$ cat src/rtl/mgt_01_fp_regfile_mp.sv
// mgt_01_fp_regfile_mp: multi-port FP register file with per-register pending bits.
// After reset a sequencer zeroes every entry before the file reports ready.
// Optional macro FRF_BYPASS_EN: same-cycle write-to-read forwarding in RUN.
//
// state    | meaning
// ---------+-------------------------------------------------------------
// ST_CLEAR | zeroing reg[clr_cnt] each cycle, ports ignored, reads invalid
// ST_RUN   | normal operation: writes, reservations, reads
module mgt_01_fp_regfile_mp #(
  parameter int DATA_W = 32,
  parameter int DEPTH  = 32,
  parameter int N_RD   = 3,
  parameter int N_WR   = 2,
  localparam int ADDR_W = $clog2(DEPTH)
) (
  input  logic                     clk_i,
  input  logic                     rst_n_i,
  input  logic [N_RD*ADDR_W-1:0]   rd_addr_i,
  output logic [N_RD*DATA_W-1:0]   rd_data_o,
  output logic [N_RD-1:0]          rd_valid_o,
  input  logic [N_WR-1:0]          wr_en_i,
  input  logic [N_WR*ADDR_W-1:0]   wr_addr_i,
  input  logic [N_WR*DATA_W-1:0]   wr_data_i,
  input  logic                     rsv_en_i,
  input  logic [ADDR_W-1:0]        rsv_addr_i,
  output logic                     ready_o,
  output logic [DEPTH-1:0]         pend_o
);

  typedef enum logic {ST_CLEAR = 1'b0, ST_RUN = 1'b1} state_t;

  state_t              state_q, state_d;
  logic [ADDR_W-1:0]   clr_cnt_q, clr_cnt_d;
  logic [DEPTH-1:0]    pend_q, pend_d;
  logic [DEPTH-1:0]    wr_hit, rsv_hit;
  logic [DATA_W-1:0]   mem_q [DEPTH];

  // State, clear counter and pending bits; reset discards everything in flight
  always_ff @(posedge clk_i) begin
    if (!rst_n_i) begin
      state_q   <= ST_CLEAR;
      clr_cnt_q <= '0;
      pend_q    <= '0;
    end else begin
      state_q   <= state_d;
      clr_cnt_q <= clr_cnt_d;
      pend_q    <= pend_d;
    end
  end

  // Next state: walk the clear counter through every entry, then run
  always_comb begin
    state_d   = state_q;
    clr_cnt_d = clr_cnt_q;
    if (state_q == ST_CLEAR) begin
      clr_cnt_d = clr_cnt_q + 1'b1;
      if (clr_cnt_q == ADDR_W'(DEPTH - 1)) begin
        state_d = ST_RUN;
      end
    end
  end

  // Outputs: ready is a decode of the registered state, so it is glitch-free
  always_comb begin
    ready_o = (state_q == ST_RUN);
    pend_o  = pend_q;
  end

  // One-hot decode of write and reservation targets
  always_comb begin
    wr_hit  = '0;
    rsv_hit = '0;
    for (int w = 0; w < N_WR; w++) begin
      if (wr_en_i[w]) wr_hit[wr_addr_i[w*ADDR_W +: ADDR_W]] = 1'b1;
    end
    if (rsv_en_i) rsv_hit[rsv_addr_i] = 1'b1;
  end

  // Pending update: a reservation outranks a same-cycle writeback (it is the newer op)
  always_comb begin
    pend_d = pend_q;
    if (state_q == ST_RUN) begin
      pend_d = (pend_q & ~wr_hit) | rsv_hit;
    end
  end

  // Array writes: clear sweep, or port writes where the highest port index lands last
  always_ff @(posedge clk_i) begin
    if (rst_n_i) begin
      if (state_q == ST_CLEAR) begin
        mem_q[clr_cnt_q] <= '0;
      end else begin
        for (int w = 0; w < N_WR; w++) begin
          if (wr_en_i[w]) begin
            mem_q[wr_addr_i[w*ADDR_W +: ADDR_W]] <= wr_data_i[w*DATA_W +: DATA_W];
          end
        end
      end
    end
  end

  for (genvar gp = 0; gp < N_RD; gp++) begin : g_rd
    logic [ADDR_W-1:0] ra;
    logic [DATA_W-1:0] data;
    logic              valid;

    assign ra = rd_addr_i[gp*ADDR_W +: ADDR_W];

    // Combinational read; optional forwarding from the highest matching write port
    always_comb begin
      data  = '0;
      valid = 1'b0;
      if (state_q == ST_RUN) begin
        data  = mem_q[ra];
        valid = !pend_q[ra];
`ifdef FRF_BYPASS_EN
        for (int w = 0; w < N_WR; w++) begin
          if (wr_en_i[w] && (wr_addr_i[w*ADDR_W +: ADDR_W] == ra)) begin
            data  = wr_data_i[w*DATA_W +: DATA_W];
            valid = !(rsv_en_i && (rsv_addr_i == ra));
          end
        end
`endif
      end
    end

    assign rd_data_o[gp*DATA_W +: DATA_W] = data;
    assign rd_valid_o[gp]                 = valid;
  end

endmodule

$ cat config.mk
export PLATFORM = sky130hd
export DESIGN_NAME = mgt_01_fp_regfile_mp
export DESIGN_NICKNAME = d
export VERILOG_FILES = /design/src/rtl/mgt_01_fp_regfile_mp.sv
export SDC_FILE = /design/constraint.sdc
export NUM_CORES = 2
export LEC_CHECK = 0
export CORE_ASPECT_RATIO = 0.9
export CORE_UTILIZATION = 40
export DETAILED_ROUTE_END_ITERATION = 10
export DONT_BUFFER_PORTS = 1
export MAX_ROUTING_LAYER = met4
export PLACE_DENSITY = 0.6
export SLEW_MARGIN = 30
export SYNTH_ARGS = -nofsm -noshare
export SYNTH_HDL_FRONTEND = slang
export SYNTH_SLANG_ARGS = --single-unit
$ cat constraint.sdc
create_clock -name clk_i -period 3.3 [get_ports clk_i]
set_clock_uncertainty 0.05 [all_clocks]
set_input_delay 0.165 -clock clk_i [delete_from_list [all_inputs] [get_ports clk_i]]
set_output_delay 0.165 -clock clk_i [all_outputs]
set_load 0.02 [all_outputs]
==> impl_metrics.yaml <==
clock_network:
  cts_setup_buffers: 0
  clk_path_buf_depth: 3
  cts_made_buffers: 116
  cts_sinks: 1062
  tritoncts: "built"
  clock-root-buffer: "clkbuf_16"
  h-tree-depth: 3
  clkTransAtPathRegs_ps: 70
  worstSkewPairLatency_ps: 790
critical_path:
  arrival_ps: 3200
  worst-r2r-setup-slack_ps: 70
  timing.rr.start: "ready_o$_SDFF_PN0_"
  reg2reg_to: "mem_q[16][7]$_DFFE_PP_"
  crit_type: "flip-flop to output port"
  worstPathMaxFanout: 62
  endpoint: "rd_data_o[69]"
  critPathLaunchType: "flip-flop"
  r2r_cells: 6
  end_kind: "output port"
  cp.required_ps: 3080
  startpoint: "ready_o$_SDFF_PN0_"
power_and_ir_drop:
  swShare: 0.2396
  p_switching_uw: 7342
  p_total_uw: 30650
  p_leak_uw: 0.02322
  p_seq_frac: 0.480
  cellPowerDensity_mw_per_mm2: 390.8
  clkPwrFrac: 0.439
  pwr-share-comb: 0.081
  vdd_drop_max_v: 0.0004362
  p_int_uw: 23310
timing:
  finalWorstSetupSlack_ps: -113.3
  rsz0062_at_grt: "yes"
  fin_crit_sh: 1.034
  maxSlewHeadroom: -0.1043
  final_hold_viol_count: 3
  finalSetupViolations: 8
  fin_crit_ps: 3413
  holdWs_ps: -11.78
  max_freq_mhz: 293.0
  tightest_slew_ps: 1656
  slew_violations: 209
synth:
  syn_area_per_cell_um2: 11.92
  seq_area_frac_synth: 0.4489
  async_flop_share: 0
  synth-main-ff-cell: "edfxtp_1"
  ys_ff_latch: 1062
  synth_edf_count: 1024
  ys_warn_count: 0
  syn_nets: 5991
  synth_cell_type_count: 57
  postSynthCellCount: 5890
  syn_area_mm2: 0.07020
status:
  violations: "hold timing, slew limit, setup timing"
  status: "complete, but fails checks"
global_routing:
  grt_pass1_vias: 53050
  grt-ovfl-total: 0
  grt_max_degree: 293
  grt_pass1_wl_mm: 404.6
  antenna_found_initial: 22
  grt_use_total: 0.3302
final_layout:
  drive_gt1_frac: 0.2570
  fill_cells: 15470
  area_delta_synth_final_pct: 11.71
  fin_cells: 8142
  design_area_mm2: 0.07842
  finalNetCount: 5841
routing:
  antenna_left: 0
  drt_iter0_markers: 8743
  wl_mm: 290.3
  wl_per_cell_um: 35.65
  drc: 0
  vias: 56330
  dr.pass1.iters: 6
  routed_via_density: 6.918
floorplan:
  fp.dieH_um: 399.4
  initial_utilization: 0.4035
  die-area_mm2: 0.1772
  io_pins: 231
  chipWidth_um: 443.6
  coreArea_mm2: 0.1740
  rows: 145
place:
  place_inst: 7735
  placement.io_buffers: 0
  gp_congestion: 0.9637
  dpl_cell_area_mm2: 0.07282
  place_hpwl_mm: 179.4
  post-place-ws_ps: 551.3
worst_hold_path:
  holdCritPathClass: "primary input to flip-flop"
flow_run:
  drv_cap: 0
[cell type report]
class,count,area [um2],area share
well taps,2278,2850,0.03635
inverters,4,22.52,0.0002872
clock inverters,75,671.9,0.008568
clock buffers,144,3119,0.03978
multi-input cells,4073,35740,0.4557
diodes,23,57.56,0.0007339
repair buffers,483,4446,0.05669
flip-flops and latches,1062,31510,0.4019
[registers in the layout (all words and copies together), names as in the netlist]
signal,cells
clr_cnt_q,5
mem_q,1024
ready_o,1
pend_o,32
[metal layers]
layer  wire [um]  up-vias  GRT usage
li1            -    22800          -
met1      100200    27680     0.4079
met2      126800     4858     0.4790
met3       39760      993    0.08239
met4       23570        0     0.2239
met5           0        -          -
[worst min-delay path by stage]
stage,from,to,slack (ps),cells past startpoint
after CTS,wr_en_i[0],pend_o[23]$_SDFFE_PN0P_,0.3,4
after global routing,wr_data_i[43],mem_q[28][11]$_DFFE_PP_,2,3
final,wr_data_i[47],mem_q[28][15]$_DFFE_PP_,-10,3
after floorplan,wr_data_i[55],mem_q[0][23]$_DFFE_PP_,300,2
after detailed placement,rst_n_i,pend_o[29]$_SDFFE_PN0P_,250,1
after global placement,rst_n_i,pend_o[26]$_SDFFE_PN0P_,250,1
[power by group through the flow]
stage,registers (uW),logic [uW],clock network [uW]
2_1_floorplan,15000,2030,0
3_3_place_gp,15000,2030,0
3_5_place_dp,15000,2040,0
4_1_cts,14700,2370,13400
5_1_grt,14700,2470,13900
6_report,14700,2480,13500
[cells in the mapped netlist, types with 29 or more instances]
cell type  count  area share
nor2_1        63      0.0034
buf_6         29      0.0047
buf_4         31      0.0033
buf_2        207       0.015
dfxtp_1       38       0.011
o21a_1        32      0.0034
mux2_2       194       0.031
nand2_1     1073       0.057
a22oi_1      120       0.013
o21bai_1      32      0.0034
o22ai_1       32      0.0029
o21ai_0     1003       0.072
a21boi_0      32      0.0034
edfxtp_1    1024        0.44
clkbuf_1     448       0.024
a31oi_1       96      0.0086
mux4_2       672        0.22
mux2i_1      247       0.035
o221ai_1      96       0.012
a221oi_1      96       0.012
o21ai_1      116      0.0083
[worst max-delay path: stages, from the launching register on]
cell and delay, ps:
dfxtp_4 390, buf_4 610, o221ai_1 460, a31oi_1 600, buf_4 260
[per-stage QoR]
stage / hold slack [ps] / util / setup TNS [ps]
4_1_cts: 0.3022 / 0.4502 / 0
2_1_floorplan: 302.1 / - / -186680
3_3_place_gp: 248.9 / 0.4185 / 0
5_1_grt: 1.917 / 0.4506 / -10.50
6_report: -11.78 / 0.4507 / -326.4
3_5_place_dp: 250.4 / 0.4185 / 0
[cell usage in the layout, fill, tap and decap left out, types with 17 or more instances in the layout]
| cell type | netlist | final |
|---|---|---|
| o221ai_1 | 96 | 96 |
| mux2_2 | 194 | 194 |
| clkbuf_16 | 0 | 119 |
| clkbuf_1 | 448 | 19 |
| and3_1 | 28 | 27 |
| a22oi_1 | 120 | 120 |
| nor2_1 | 63 | 47 |
| clkinv_2 | 0 | 17 |
| mux4_2 | 672 | 672 |
| mux2i_1 | 247 | 247 |
| o21ai_1 | 116 | 116 |
| o21a_1 | 32 | 32 |
| buf_12 | 8 | 38 |
| nand2_1 | 1073 | 1073 |
| a31oi_1 | 96 | 92 |
| dlygate4sd3_1 | 0 | 145 |
| nor2_4 | 1 | 21 |
| o21ai_0 | 1003 | 1003 |
| dfxtp_1 | 38 | 37 |
| nor3_2 | 14 | 18 |
| clkinv_1 | 0 | 26 |
| o22ai_1 | 32 | 32 |
| a221oi_1 | 96 | 96 |
| diode_2 | 0 | 23 |
| buf_4 | 31 | 290 |
| edfxtp_1 | 1024 | 1024 |
| o21bai_4 | 0 | 32 |
| a21boi_0 | 32 | 32 |
[logic make-up after synthesis]
group	after synthesis	share of synthesized area
compound gates	1673	0.1400
simple gates	1282	0.07606
mux	1113	0.2819
flops	1062	0.4489
buf+inv	755	0.05244
xor+xnor	3	0.0003744
fa+ha+maj	2	0.0003564
[what timing repair did]
| item | 4_1_cts | 5_1_grt |
|---|---|---|
| hold buffers | 160 | 5 |
| hold endpoints to repair | 1045 | 15 |
| resized for setup | 0 | 6 |
| setup endpoints to repair | 0 | 9 |
Power figures use the tool's default switching activity.
